===== src/rtl/fb_pkg.sv =====
// Shared types and helpers for the filterbank tap sequencer slice.
package fb_pkg;

    // Default signed sample width used across the filterbank.
    localparam int FB_DW = 14;

    // Sequencer states: waiting for a sample, or walking the taps.
    typedef enum logic [0:0] {
        IDLE = 1'b0,
        RUN  = 1'b1
    } fb_seq_state_t;

    // Number of serial steps per sample: folded filters share one step per symmetric pair.
    function automatic int fb_steps(input int ntaps, input int fold);
        return (fold != 0) ? (ntaps + 1) / 2 : ntaps;
    endfunction

endpackage


===== src/rtl/fb_delay_line.sv =====
// Shared sample delay line: tap 0 is the newest sample, tap NTAPS-1 the oldest.
module fb_delay_line
    import fb_pkg::*;
#(
    parameter int DW    = FB_DW,
    parameter int NTAPS = 119
) (
    input  logic                       clock,
    input  logic                       reset,
    input  logic                       shift_en,
    input  logic [DW-1:0]              din,
    output logic [NTAPS-1:0][DW-1:0]   taps
);

    // Shift in a new sample only when the sequencer accepts one; reset clears history.
    always_ff @(posedge clock) begin
        if (reset) begin
            taps <= '0;
        end else if (shift_en) begin
            taps <= {taps[NTAPS-2:0], din};
        end
    end

endmodule


===== src/rtl/fb_tap_sequencer.sv =====
// Serial tap sequencer: accepts a sample, then broadcasts one (optionally pre-added) tap per cycle.
module fb_tap_sequencer
    import fb_pkg::*;
#(
    parameter  int DW    = FB_DW,
    parameter  int NTAPS = 119,
    parameter  int FOLD  = 1,
    localparam int STEPS = fb_steps(NTAPS, FOLD),
    localparam int IW    = (STEPS > 1) ? $clog2(STEPS) : 1
) (
    input  logic            clock,
    input  logic            reset,
    input  logic            clk_enable,
    input  logic [DW-1:0]   filter_in,
    input  logic            in_valid,
    output logic            in_ready,
    output logic [DW:0]     tap_sum,
    output logic [IW-1:0]   tap_idx,
    output logic            tap_valid,
    output logic            tap_first,
    output logic            tap_last,
    output logic            busy
);

    localparam int            AW       = $clog2(NTAPS);
    localparam logic [IW-1:0] LAST_IDX = IW'(STEPS - 1);
    localparam logic [AW-1:0] TOP_IDX  = AW'(NTAPS - 1);
    localparam logic [AW-1:0] MID_IDX  = AW'((NTAPS - 1) / 2);
    localparam bit            HAS_MID  = (FOLD != 0) && ((NTAPS % 2) == 1);

    fb_seq_state_t            state;
    fb_seq_state_t            state_next;
    logic [IW-1:0]            cnt;
    logic [IW-1:0]            cnt_next;
    logic                     accept;
    logic                     load_tap;
    logic [NTAPS-1:0][DW-1:0] taps;
    logic [AW-1:0]            lo_idx;
    logic [AW-1:0]            hi_idx;
    logic [DW-1:0]            lo_tap;
    logic [DW-1:0]            hi_tap;
    logic [DW:0]              tap_calc;

    assign in_ready = (state == IDLE) && !reset;
    assign busy     = (state == RUN);
    assign accept   = clk_enable && in_valid && in_ready;

    fb_delay_line #(
        .DW    (DW),
        .NTAPS (NTAPS)
    ) u_delay_line (
        .clock    (clock),
        .reset    (reset),
        .shift_en (accept),
        .din      (filter_in),
        .taps     (taps)
    );

    // Pick the tap (and its mirror partner when folding) for the current step and pre-add at full width.
    always_comb begin
        lo_idx = AW'(cnt);
        hi_idx = TOP_IDX - lo_idx;
        lo_tap = taps[lo_idx];
        hi_tap = taps[hi_idx];
        if ((FOLD == 0) || (HAS_MID && (lo_idx == MID_IDX))) begin
            tap_calc = {lo_tap[DW-1], lo_tap};
        end else begin
            tap_calc = {lo_tap[DW-1], lo_tap} + {hi_tap[DW-1], hi_tap};
        end
    end

    // Next-state logic: one accepted sample starts a walk of STEPS taps, then back to waiting.
    always_comb begin
        state_next = state;
        cnt_next   = cnt;
        load_tap   = 1'b0;
        case (state)
            IDLE: begin
                if (accept) begin
                    state_next = RUN;
                    cnt_next   = '0;
                end
            end
            RUN: begin
                load_tap = 1'b1;
                cnt_next = cnt + 1'b1;
                if (cnt == LAST_IDX) begin
                    state_next = IDLE;
                    cnt_next   = '0;
                end
            end
            default: begin
                state_next = IDLE;
                cnt_next   = '0;
            end
        endcase
    end

    // State and step counter advance only on enabled cycles; reset aborts any frame in flight.
    always_ff @(posedge clock) begin
        if (reset) begin
            state <= IDLE;
            cnt   <= '0;
        end else if (clk_enable) begin
            state <= state_next;
            cnt   <= cnt_next;
        end
    end

    // Registered tap broadcast with framing flags; everything holds while disabled so MACs never double count.
    always_ff @(posedge clock) begin
        if (reset) begin
            tap_sum   <= '0;
            tap_idx   <= '0;
            tap_valid <= 1'b0;
            tap_first <= 1'b0;
            tap_last  <= 1'b0;
        end else if (clk_enable) begin
            tap_valid <= load_tap;
            tap_first <= load_tap && (cnt == '0);
            tap_last  <= load_tap && (cnt == LAST_IDX);
            if (load_tap) begin
                tap_sum <= tap_calc;
                tap_idx <= cnt;
            end
        end
    end

endmodule


===== config.mk =====
export PLATFORM = sky130hd
export DESIGN_NAME = fb_tap_sequencer
export DESIGN_NICKNAME = d
export VERILOG_FILES = /design/src/rtl/fb_pkg.sv /design/src/rtl/fb_delay_line.sv /design/src/rtl/fb_tap_sequencer.sv
export SDC_FILE = /design/constraint.sdc
export NUM_CORES = 2
export LEC_CHECK = 0
export BUFFER_PORTS_ARGS = -buffer_cell sky130_fd_sc_hd__buf_2
export CAP_MARGIN = 20
export CORE_MARGIN = 2
export CORE_UTILIZATION = 40
export DETAILED_ROUTE_END_ITERATION = 10
export PLACE_DENSITY = 0.64
export SLEW_MARGIN = 40
export SYNTH_ARGS = -nofsm -noshare
export SYNTH_HDL_FRONTEND = slang
export SYNTH_SLANG_ARGS = --single-unit

===== constraint.sdc =====
create_clock -name clock -period 8 [get_ports clock]
set_input_delay 0.4 -clock clock [delete_from_list [all_inputs] [get_ports clock]]
set_output_delay 0.4 -clock clock [all_outputs]
set_load 0.1 [all_outputs]

=== After elaboration in Yosys (flattened, before gate mapping) ===
Cells that the tools add are included.

* Register bits: 1697
* Bits of input ports: 18
* Output and inout port bits: 26
* Logic and storage cells: 155

* Add/subtract/negate cells: 3
* $lt $le $gt $ge: 2
* Equality and inequality tests: 2
* Multiplexer cells: 12
* Bitwise operators: 1
* Reduce and logical (&&, ||, !) cells: 9

{| class="wikitable"
|+ Operators by type and width
! kind !! count
|-
| $bmux 14 s7 || 1
|-
| $bmux 14 s6 || 1
|-
| $mux 14 || 2
|-
| $add 14x14->15 || 1
|-
| $mux 15 || 1
|-
| $mux 6 || 2
|-
| $pmux 6 s2 || 1
|-
| $lt 6x8->1 const B || 1
|-
| $lt 7x8->1 const B || 1
|-
| $sub 7x6->7 const A || 1
|-
| $add 6x1->6 const B || 1
|-
| $eq 6x6->1 const B || 1
|-
| $logic_not 6->1 || 1
|-
| $logic_and 1x1->1 || 5
|-
| $reduce_and 2->1 || 2
|-
| $mux 1 || 3
|-
| $ne 2x2->1 const B || 1
|-
| $pmux 1 s2 || 1
|-
| $logic_not 1->1 || 1
|-
| $not 1->1 || 1
|}

=== Depth between registers and ports, before layout ===
* Depth after elaboration: 5
* Gate-level depth with buffers: 25
* Mapped depth without buffers: 18

=== Cells and area by module ===
From an unflattened synthesis, not the netlist that was laid out.

* Cells, all modules: 6799
* Area total of the unflattened synthesis: 77428.0 um^2

{| class="wikitable"
|+ By module, submodules not included
! module !! instances !! cells each !! area each (um^2) !! sequential area each (um^2)
|-
| fb_delay_line || 1 || 5368 || 58539.9 || 33352.0
|-
| fb_tap_sequencer || 1 || 1431 || 18888.1 || 620.6
|}

=== Worst setup path after synthesis ===
No wires, ideal clock.

* Kind: flip-flop to flip-flop
* Start point: register cnt[0]
* End point: register tap_sum[11]
* Setup time: 0.143 ns
* Arrival: 5.406 ns
* Required time: 7.857 ns
* Setup slack: 2.451 ns
* Stages on the path, launching flop included: 23
* Path buffers: 7
* Period minus slack after synthesis: 5.549 ns
* Path through: dfxtp_1 -> buf_4 -> buf_6 -> buf_4 -> inv_2 -> clkbuf_1 -> clkbuf_1 -> ha_1 -> buf_1 -> clkbuf_1 -> mux4_2 -> mux4_2 -> o22ai_1 -> a21oi_1 -> o41a_1 -> ha_1 -> a21o_1 -> a21o_1 -> a2111oi_0 -> o31ai_1 -> a311o_1 -> o21ai_0 -> a211oi_1

* Longest elaborated chain between the ends: 5
* Elaborated cells between the ends (all ways): 8
* Those cells by class: add/sub (2); eq/ne (1); mux (5)

{| class="wikitable"
|+ RTL lines
! element !! RTL line !! source
|-
| from (decl) || fb_tap_sequencer.sv:33 || <nowiki>logic [IW-1:0] cnt;</nowiki>
|-
| from (signal assigned) || fb_tap_sequencer.sv:106 || <nowiki>cnt <= cnt_next;</nowiki>
|-
| $sub 7x6->7 || fb_tap_sequencer.sv:62 || <nowiki>hi_idx = TOP_IDX - lo_idx;</nowiki>
|-
| $bmux 14 s7 || fb_tap_sequencer.sv:64 || <nowiki>hi_tap = taps[hi_idx];</nowiki>
|-
| $mux 14 (implied by the code) || fb_tap_sequencer.sv:64 ||
|-
| $add 14x14->15 || fb_tap_sequencer.sv:68 || <nowiki>tap_calc = {lo_tap[DW-1], lo_tap} + {hi_tap[DW-1], hi_tap};</nowiki>
|-
| $mux 15 (*) || fb_tap_sequencer.sv:65 || <nowiki>if ((FOLD == 0) || (HAS_MID && (lo_idx == MID_IDX))) begin</nowiki>
|-
| to (signal assigned) || fb_tap_sequencer.sv:123 || <nowiki>tap_sum <= tap_calc;</nowiki>
|-
| to (decl) || fb_tap_sequencer.sv:17 || <nowiki>output logic [DW:0] tap_sum,</nowiki>
|}

Every way passes the cells marked *; elsewhere a longest branch is shown, timed or not. The select of a mux whose other input is x is not followed.
A chain may end at the register's enable or synchronous reset.

=== Worst setup path after layout ===
* Start point: register cnt[1]
* End point: register tap_sum[11]

The elaborated chain is that of the path after synthesis.

==> reports/qor.csv <==
stage;metric;value;unit
timing;Fin. Hold Viols;0;
die;die height;437.6;µm
critical_path;crit path capture type;flip-flop;
cts;CTS Buf Count;173;
power;total power;0.01713;W
final_layout;most common cell after layout, fill and taps aside;nand2_1;
critical_path;reg2reg end;tap_sum[11];
timing;post-route clock period utilization;78.80;%
global_routing;largest net degree at the start of global routing;223;
hold_path;hold path depth;3;
final_layout;most frequent cells in the layout;nand2_1 (3470), a21oi_1 (1728), dfxtp_1 (1694), mux4_2 (607), clkbuf_16 (176);
global_routing;grt total ovfl;0;
die;die area;191500;µm²
die;Std-Cell Rows;159;
power;Power Density;206.7;nW/µm²
critical_path;WP data required;8.69;ns
critical_path;Reg2Reg Launch Point;cnt[1];
die;core box area;187200;µm²
timing;Worst-Margin Slew;0.8924;ns
timing;Setup TNS;0;ns
logic_synthesis;post-synthesis net count;8666;
final_layout;final core utilization;44.26;%
power;peak supply drop;228.8;µV
critical_path;R2R depth;15;
timing;Slew HR;38.81;%
critical_path;element type at the critical path start;flip-flop;
critical_path;crit path DAT;7.00;ns
logic_synthesis;Avg Cell Area, Syn;8.715;µm²
timing;final-report setup violation count;0;
cts;postcts setup bufs;0;
drt;via count;60160;
drt;DRT antenna net count;0;
cts;clock slew at reported path FFs;0.06;ns
cts;H-Tree Depth;4;
final_layout;layout cells sized above 1;12.37;%
timing;worst hold slack;0.1206;ns
drt;routed len/inst;17.35;µm
die;Starting Density;40.17;%
hold_path;hold path startpoint;clk_enable;
hold_path;worst min path class;in -> reg;
logic_synthesis;number of synthesized flops with an enable pin;0;
drt;DR DRC count;0;
cts;later-pin clock latency in the skew report;0.84;ns
cts;TritonCTS clock tree;yes;
cts;# clock sinks;1697;
timing;Max Slew Vio Count;0;
global_routing;initial antenna violation count;6;
logic_synthesis;Syn Std Cell Area;75200;µm²
global_routing;first-pass GRT wire length;305100;µm
place;gpl congestion;0.8818;
drt;first drt pass iteration count;8;
logic_synthesis;Post-Syn Instances;8628;
critical_path;flop-to-flop setup slack;1.70;ns
logic_synthesis;async set-reset flop share out of synthesis;0;%
logic_synthesis;warning count from the yosys run;0;
critical_path;critical path peak fanout;48;
place;Post-DP HPWL;113900;µm
hold_path;worst hold endpoint;busy;
drt;aggregate routed wire length;188400;µm
cts;Root Buffer;clkbuf_16;
logic_synthesis;Synth cell types;62;
drt;Vias/cell;5.541;
timing;Max Freq;158.6;MHz
final_layout;Final nets;8273;
timing;crit path time final;6.304;ns
die;Die W;437.6;µm
timing;Worst Clk Skew;0.04436;ns
logic_synthesis;register area share after synthesis;45.18;%
timing;RSZ-0062 raised after global routing;false;
die;I/O Pins;44;
power;leakage;24.99;nW
logic_synthesis;flops & latches, synth;1697;
drt;Iteration-0 DRC Markers;6191;
outcome;outcome;complete, no violations;
final_layout;P&R area growth vs syn;10.18;%
place;IO Port Bufs;43;
run;max-cap violations;0;
logic_synthesis;Synth Flop Type;dfxtp_1;
critical_path;origin of the worst setup path;cnt[1];
global_routing;vias in the first global route;56260;
global_routing;overall routing resource usage;19.19;%
critical_path;critical path class;reg -> reg;
cts;Clock Path Buffers;3;
## worst max-delay path by stage
stage / to / slack, ns / cells after the start
finish: tap_sum[11] / 1.70 / 15
global route: tap_sum[11] / 1.52 / 15
CTS: tap_sum[11] / 1.73 / 15
detailed placement: tap_sum[11] / 1.73 / 15
global placement: tap_sum[11] / 1.55 / 15
floorplan: tap_sum[11] / 2.45 / 22
## cell families (layout without fill, tap and decap cells)
group / after synthesis / after routing / share of synthesized area, %
simple gates: 3581 / 3581 / 18.07
compound gates: 1895 / 1895 / 13.11
flops: 1697 / 1697 / 45.18
buf+inv: 746 / 477 / 4.050
mux: 667 / 667 / 18.98
xor+xnor: 22 / 22 / 0.2662
fa+ha+maj: 20 / 20 / 0.3428
other cells: 0 / 2 / 0
## area by class of cell
cell class	instances	area, µm²
Clock inverter	57	721.9
Sequential cell	1697	33980
Antenna cell	2	5.005
Fill cell	17720	104400
Inverter	10	40.04
Clock buffer	242	4852
Tap cell	2495	3122
Multi-Input combinational cell	6185	38270
Timing Repair Buffer	168	1857
## metrics by stage
| step | setup WS, ns | cell area [µm²] | std cells |
|---|---|---|---|
| 2_1_floorplan | 2.451 | 75200 | 8628 |
| 4_1_cts | 1.732 | 82550 | 10840 |
| 5_1_grt | 1.518 | 82850 | 10860 |
| 6_report | 1.696 | 82850 | 10860 |
| 3_5_place_dp | 1.729 | 76840 | 10530 |
| 3_3_place_gp | 1.548 | 76640 | 10520 |
## worst max-delay path: stages, from the launching register on
cell	delay, ns
dfxtp_4	0.85
inv_1	0.24
ha_4	0.68
buf_4	0.49
buf_4	0.49
mux4_2	0.37
mux4_2	0.49
o22ai_1	0.19
a21o_1	0.24
a41oi_1	0.13
ha_1	0.45
a2111oi_1	0.60
o31ai_1	0.28
a311o_1	0.41
o21ai_0	0.08
a211oi_1	0.09
## layer usage
metal | part of all wire, % | track usage [%] | vias up
met5 | 0.011 | 0 | -
met4 | 3.1 | 6.630 | 2
met3 | 6.4 | 3.280 | 354
met2 | 46 | 30.34 | 1839
met1 | 44 | 26.51 | 29250
li1 | - | - | 28710
## repair_timing
action,CTS,global route
resized for setup,0,0
hold buffers,14,1
endpoints found under the hold margin,14,53
setup endpoints to repair,0,0
## sequential cells by signal, summed over array words and instances (netlist names)
signal             cells
tap_first              1
tap_sum               15
u_delay_line.taps   1666
tap_last               1
tap_valid              1
tap_idx                6
busy                   1
cnt                    6
## Yosys cell counts (all sizes together) (4+ instances only)
| library cell | n | area [µm²] |
|---|---|---|
| a2111oi | 4 | 35.03 |
| a211oi | 6 | 45.04 |
| a21o | 11 | 82.58 |
| a21oi | 1728 | 8648 |
| a221o | 4 | 40.04 |
| a221oi | 4 | 35.03 |
| a22o | 6 | 52.55 |
| a22oi | 5 | 37.54 |
| a31oi | 16 | 100.1 |
| a41oi | 4 | 35.03 |
| and2 | 7 | 43.80 |
| buf | 143 | 782.0 |
| clkbuf | 593 | 2226 |
| dfxtp | 1697 | 33970 |
| ha | 19 | 237.7 |
| inv | 10 | 37.54 |
| mux2i | 57 | 570.6 |
| mux4 | 607 | 13670 |
| nand2 | 3470 | 13020 |
| nand2b | 6 | 37.54 |
| nand3 | 26 | 135.1 |
| nor2 | 38 | 142.6 |
| nor3 | 16 | 85.08 |
| nor4 | 7 | 43.79 |
| o211ai | 5 | 37.54 |
| o21ai | 35 | 175.2 |
| o22ai | 25 | 156.4 |
| o2bb2ai | 13 | 113.9 |
| o31a | 7 | 61.31 |
| o41a | 6 | 67.56 |
| xnor2 | 16 | 147.7 |
| xor2 | 6 | 52.55 |
## power by group
part           internal (W)  switching, W  total [W]
combinational      0.000148      0.000502   0.000650
clock               0.00454       0.00346    0.00801
sequential          0.00846     0.0000131    0.00847
total                0.0131       0.00398     0.0171
Note: power is estimated with default switching activity, not from simulation.
